**src/rtl/rf_dump.sv**
```systemverilog
// Register file read-out engine on RF read port 1.
// Walks first..last (mod 2^ADDR_W) and streams {addr, data} pairs.
module rf_dump #(
  parameter int ADDR_W    = 5,
  parameter int DATA_W    = 32,
  parameter bit SKIP_ZERO = 1'b0
) (
  input  logic              clk,
  input  logic              rst_n,
  input  logic              start,
  input  logic [ADDR_W-1:0] first_addr,
  input  logic [ADDR_W-1:0] last_addr,
  output logic [ADDR_W-1:0] RA,
  input  logic [DATA_W-1:0] RD,
  output logic              out_valid,
  input  logic              out_ready,
  output logic [ADDR_W-1:0] out_addr,
  output logic [DATA_W-1:0] out_data,
  output logic              busy,
  output logic              done
);

  typedef enum logic [1:0] {
    IDLE,
    READ,
    HOLD,
    FIN
  } state_e;

  localparam logic [ADDR_W-1:0] ONE = {{(ADDR_W-1){1'b0}}, 1'b1};

  state_e state_q, state_d;

  logic [ADDR_W-1:0] cur_q, cur_d;
  logic [ADDR_W-1:0] end_q, end_d;
  logic [ADDR_W-1:0] out_addr_q, out_addr_d;
  logic [DATA_W-1:0] out_data_q, out_data_d;
  logic              out_valid_q, out_valid_d;
  logic              busy_q, busy_d;
  logic [ADDR_W-1:0] nxt;

  always_comb begin
    state_d     = state_q;
    cur_d       = cur_q;
    end_d       = end_q;
    out_addr_d  = out_addr_q;
    out_data_d  = out_data_q;
    out_valid_d = out_valid_q;
    busy_d      = busy_q;
    nxt         = cur_q + ONE;
    RA          = '0;
    done        = 1'b0;
    unique case (state_q)
      IDLE: begin
        if (start) begin
          cur_d   = first_addr;
          end_d   = last_addr;
          busy_d  = 1'b1;
          state_d = READ;
          // $zero alone in range: nothing to emit
          if (SKIP_ZERO && first_addr == '0) begin
            if (last_addr == '0) state_d = FIN;
            else cur_d = ONE;
          end
        end
      end
      READ: begin
        RA          = cur_q;
        out_data_d  = RD;
        out_addr_d  = cur_q;
        out_valid_d = 1'b1;
        state_d     = HOLD;
      end
      HOLD: begin
        RA = cur_q;
        if (out_valid_q && out_ready) begin
          out_valid_d = 1'b0;
          if (cur_q == end_q) begin
            state_d = FIN;
          end else if (SKIP_ZERO && nxt == '0) begin
            // skipping $zero steps past an end of 0
            if (end_q == '0) begin
              state_d = FIN;
            end else begin
              cur_d   = ONE;
              state_d = READ;
            end
          end else begin
            cur_d   = nxt;
            state_d = READ;
          end
        end
      end
      FIN: begin
        done    = 1'b1;
        busy_d  = 1'b0;
        state_d = IDLE;
      end
      default: state_d = IDLE;
    endcase
  end

  always_ff @(posedge clk) begin
    if (!rst_n) begin
      state_q     <= IDLE;
      cur_q       <= '0;
      end_q       <= '0;
      out_addr_q  <= '0;
      out_data_q  <= '0;
      out_valid_q <= 1'b0;
      busy_q      <= 1'b0;
    end else begin
      state_q     <= state_d;
      cur_q       <= cur_d;
      end_q       <= end_d;
      out_addr_q  <= out_addr_d;
      out_data_q  <= out_data_d;
      out_valid_q <= out_valid_d;
      busy_q      <= busy_d;
    end
  end

  assign out_valid = out_valid_q;
  assign out_addr  = out_addr_q;
  assign out_data  = out_data_q;
  assign busy      = busy_q;

endmodule

```
**config.mk**
```make
export PLATFORM = sky130hd
export DESIGN_NAME = rf_dump
export DESIGN_NICKNAME = d
export VERILOG_FILES = /design/src/rtl/rf_dump.sv
export SDC_FILE = /design/constraint.sdc
export NUM_CORES = 1
export LEC_CHECK = 0
export CORE_ASPECT_RATIO = 0.8
export CORE_MARGIN = 2
export CORE_UTILIZATION = 42
export DETAILED_ROUTE_END_ITERATION = 6
export GPL_TIMING_DRIVEN = 1
export PLACE_DENSITY = 0.79
export SETUP_SLACK_MARGIN = 0.4
export SLEW_MARGIN = 30
export SYNTH_ARGS = -nofsm -noshare
export SYNTH_HDL_FRONTEND = slang
export SYNTH_SLANG_ARGS = --single-unit
```
**constraint.sdc**
```tcl
create_clock -name clk -period 2.2 [get_ports clk]
set_input_delay 0.44 -clock clk [delete_from_list [all_inputs] [get_ports clk]]
set_output_delay 0.44 -clock clk [all_outputs]
set_load 0.03 [all_outputs]
```
==> results_dict.tcl <==
set metrics [dict create \
    fin_area_um2 3360 \
    syn_nets 271 \
    fmax_ghz 0.554 \
    drt_first_pass_iters 4 \
    cts_sinks 51 \
    irDropWorstVdd_v 0.000800 \
    arrival_ns 1.36 \
    synth_warnings 0 \
    portBuffers 90 \
    cts_root_buffer "clkbuf_8" \
    core-area_um2 5010 \
    drv_cap 0 \
    ys_ff_latch 51 \
    yosys.cell_types.count 34 \
    fp-row-count 23 \
    cp-end-kind "output port" \
    die_w_um 84.4 \
    path_buf_inv 2 \
    hold_viol_final 0 \
    power.density_nw_per_um2 1290 \
    avgSynthCellArea_um2 9.92 \
    p_leak_nw 1.58 \
    holdWs_ns 0.482 \
    cts_tree "done" \
    vias 1899 \
    clock_latency_ns 0.30 \
    routed_via_density 5.00 \
    tightest_slew_ns 0.514 \
    route.detailed.drc 0 \
    grt_max_degree 28 \
    utilization_pct 67.1 \
    grtUsageMet1_pct 24.4 \
    worstHoldPathType "flop to flop" \
    diodes 0 \
    crit_type "flop to output port" \
    h-tree-depth 2 \
    layout_min_cycle_time_ns 1.80 \
    slew_violations 0 \
    antenna_found_initial 0 \
    yosysSeqAreaShare_pct 47.0 \
    overflow 0 \
    gp_congestion 0.760 \
    grtUsageMet2_pct 31.2 \
    io-pin-count 91 \
    drt-initial-drc-count 44 \
    wire_per_inst_um 13.9 \
    crit_chain "inv_2 > ha_4 > and2_2 > buf_2" \
    status "finished clean" \
    slowest_delay_ns 0.38 \
    track_usage_pct 18.5 \
    cp.required_ns 1.76 \
    drive_gt1_share_pct 12.9 \
    tns_ns 0 \
    fillers 423 \
    use_met3_pct 4.58 \
    fin_skew_ns 0.0119 \
    holdBufCountCts 0 \
    dieArea_um2 5770 \
    die_h_um 68.3 \
    rsz0062_at_grt "yes" \
    initial_core_util_pct 43.4 \
    final_cell_mix "67 x clkdlybuf4s50_1, 49 x dfxtp_1, 40 x mux2i_1" \
    synth_cells 219 \
    layout_commonest_cell "clkdlybuf4s50_1" \
    grt_pass1_wl_um 8490 \
    clk_pin_slew_ns 0.10 \
    wl_um 5290 \
    numCtsBuffers 5 \
    dp_hpwl_um 3880 \
    cp-start-kind "flop" \
    finalPower_w 0.00432 \
    dpl-instance-area_um2 3190 \
    syn2layout_area_growth_pct 54.6 \
    cpLargestDelayFamily "flip-flops" \
    setup_viol_count_final 0 \
    worst-path-max-fanout 5 \
    synth_area_um2 2170 \
    min_period_over_period_pct 82.0 \
    busiest_layer "met2" \
    fin_nets 369 \
    grt_pass1_vias 1828 \
    slowest_stage "dfxtp_4" \
    cts_buffer_depth 2 \
    slew_headroom_pct 65.7 \
    ant_nets 0 \
]
-- through the flow --
step                setup slack [ns]  cells
CTS                            0.271    380
finish                         0.395    380
global placement               0.133    371
global route                   0.362    380
detailed placement            0.0857    371
floorplan                      0.545    219
-- synthesized netlist by cell type --
cell	n	share of area [%]
nor3_1	3	0.69
o311a_1	1	0.46
inv_1	2	0.35
o32ai_2	2	1.5
xnor2_1	2	0.81
dfxtp_1	51	47
a21o_1	1	0.35
nor2b_1	14	4.0
buf_1	3	0.52
nand3_1	8	1.8
and3_1	1	0.29
and2_1	4	1.2
and3_4	1	0.52
nand2b_1	1	0.29
inv_2	1	0.17
a21boi_0	2	0.69
a311oi_1	1	0.40
and2_2	1	0.35
o2111a_1	1	0.52
o21ai_0	1	0.23
nand2_1	12	2.1
o22ai_1	1	0.29
a21bo_4	1	0.75
a31oi_1	1	0.29
ha_1	6	3.5
buf_2	5	1.2
clkbuf_1	3	0.52
xor2_1	3	1.2
nor2_1	33	5.7
mux2i_1	40	18
mux2_2	2	1.0
and2b_1	1	0.35
o31ai_2	1	0.58
a21oi_1	9	2.1
-- area by class of cell --
type	count	area [um2]	area share [%]
sequential	51	1030	30.5
multi-input combinational	154	1110	33.1
timing repair buffer	102	1020	30.3
inverter	3	11.3	0.335
clock buffer	6	82.6	2.46
tap	62	77.6	2.31
clock inverter	2	35.0	1.04
-- power by group --
group / switching [W] / internal [W] / leakage, nW
logic: 0.00123 / 0.00106 / 1.10
clock network: 0.000306 / 0.000368 / 0.0612
registers: 0.000164 / 0.00119 / 0.419
-- worst register-to-register path, delay by kind of cell, from the launching register on --
kind / cells / cell delay [ns]
DFF: 1 / 0.38
AOI/OAI and AO/OA: 3 / 0.54
and+or+nand+nor: 2 / 0.40
adders and majority gates: 1 / 0.23
buffers and inverters: 1 / 0.07
-- logic make-up (layout without fill, tap and decap cells) --
kind of cell,Yosys count,count (layout),share of synthesized area [%]
AO/OA/AOI/OAI,22,22,8.12
XOR/XNOR,5,5,2.02
adder cells (fa/ha/maj),6,6,3.45
buffers and inverters,14,113,2.71
flip-flops,51,51,47.0
multiplexers,42,42,19.5
AND/OR/NAND/NOR,79,79,17.3
-- flip-flops by register name (all words and copies together) (netlist names) --
name	count
out_data	32
cur_q	5
end_q	5
out_addr	5
state_q	2
busy	1
out_valid	1
-- per-layer routing --
layer / up-vias / share of wire, %
met5: - / 0
met4: 0 / 0.47
met1: 892 / 46
li1: 943 / -
met2: 60 / 47
met3: 4 / 6.8
-- repair_timing --
| action | 4_1_cts | 5_1_grt |
|---|---|---|
| pin swaps | 0 | 0 |
| endpoints found under the setup margin | 9 | 27 |
| buffers inserted | 1 | 0 |
| gates resized for setup | 30 | 30 |
-- worst paths after layout --
kind,startpoint,to,slack [ns],cells after the start
hold reg to reg,end_q[4]$_SDFFE_PN0P_,end_q[4]$_SDFFE_PN0P_,0.48,2
setup reg to reg,state_q[0]$_SDFFE_PN0P_,cur_q[3]$_SDFFE_PN0P_,0.46,7
hold / removal,end_q[4]$_SDFFE_PN0P_,end_q[4]$_SDFFE_PN0P_,0.48,2
setup / recovery,state_q[0]$_SDFFE_PN0P_,RA[3],0.40,4
Note: power is estimated with default switching activity, not from simulation.
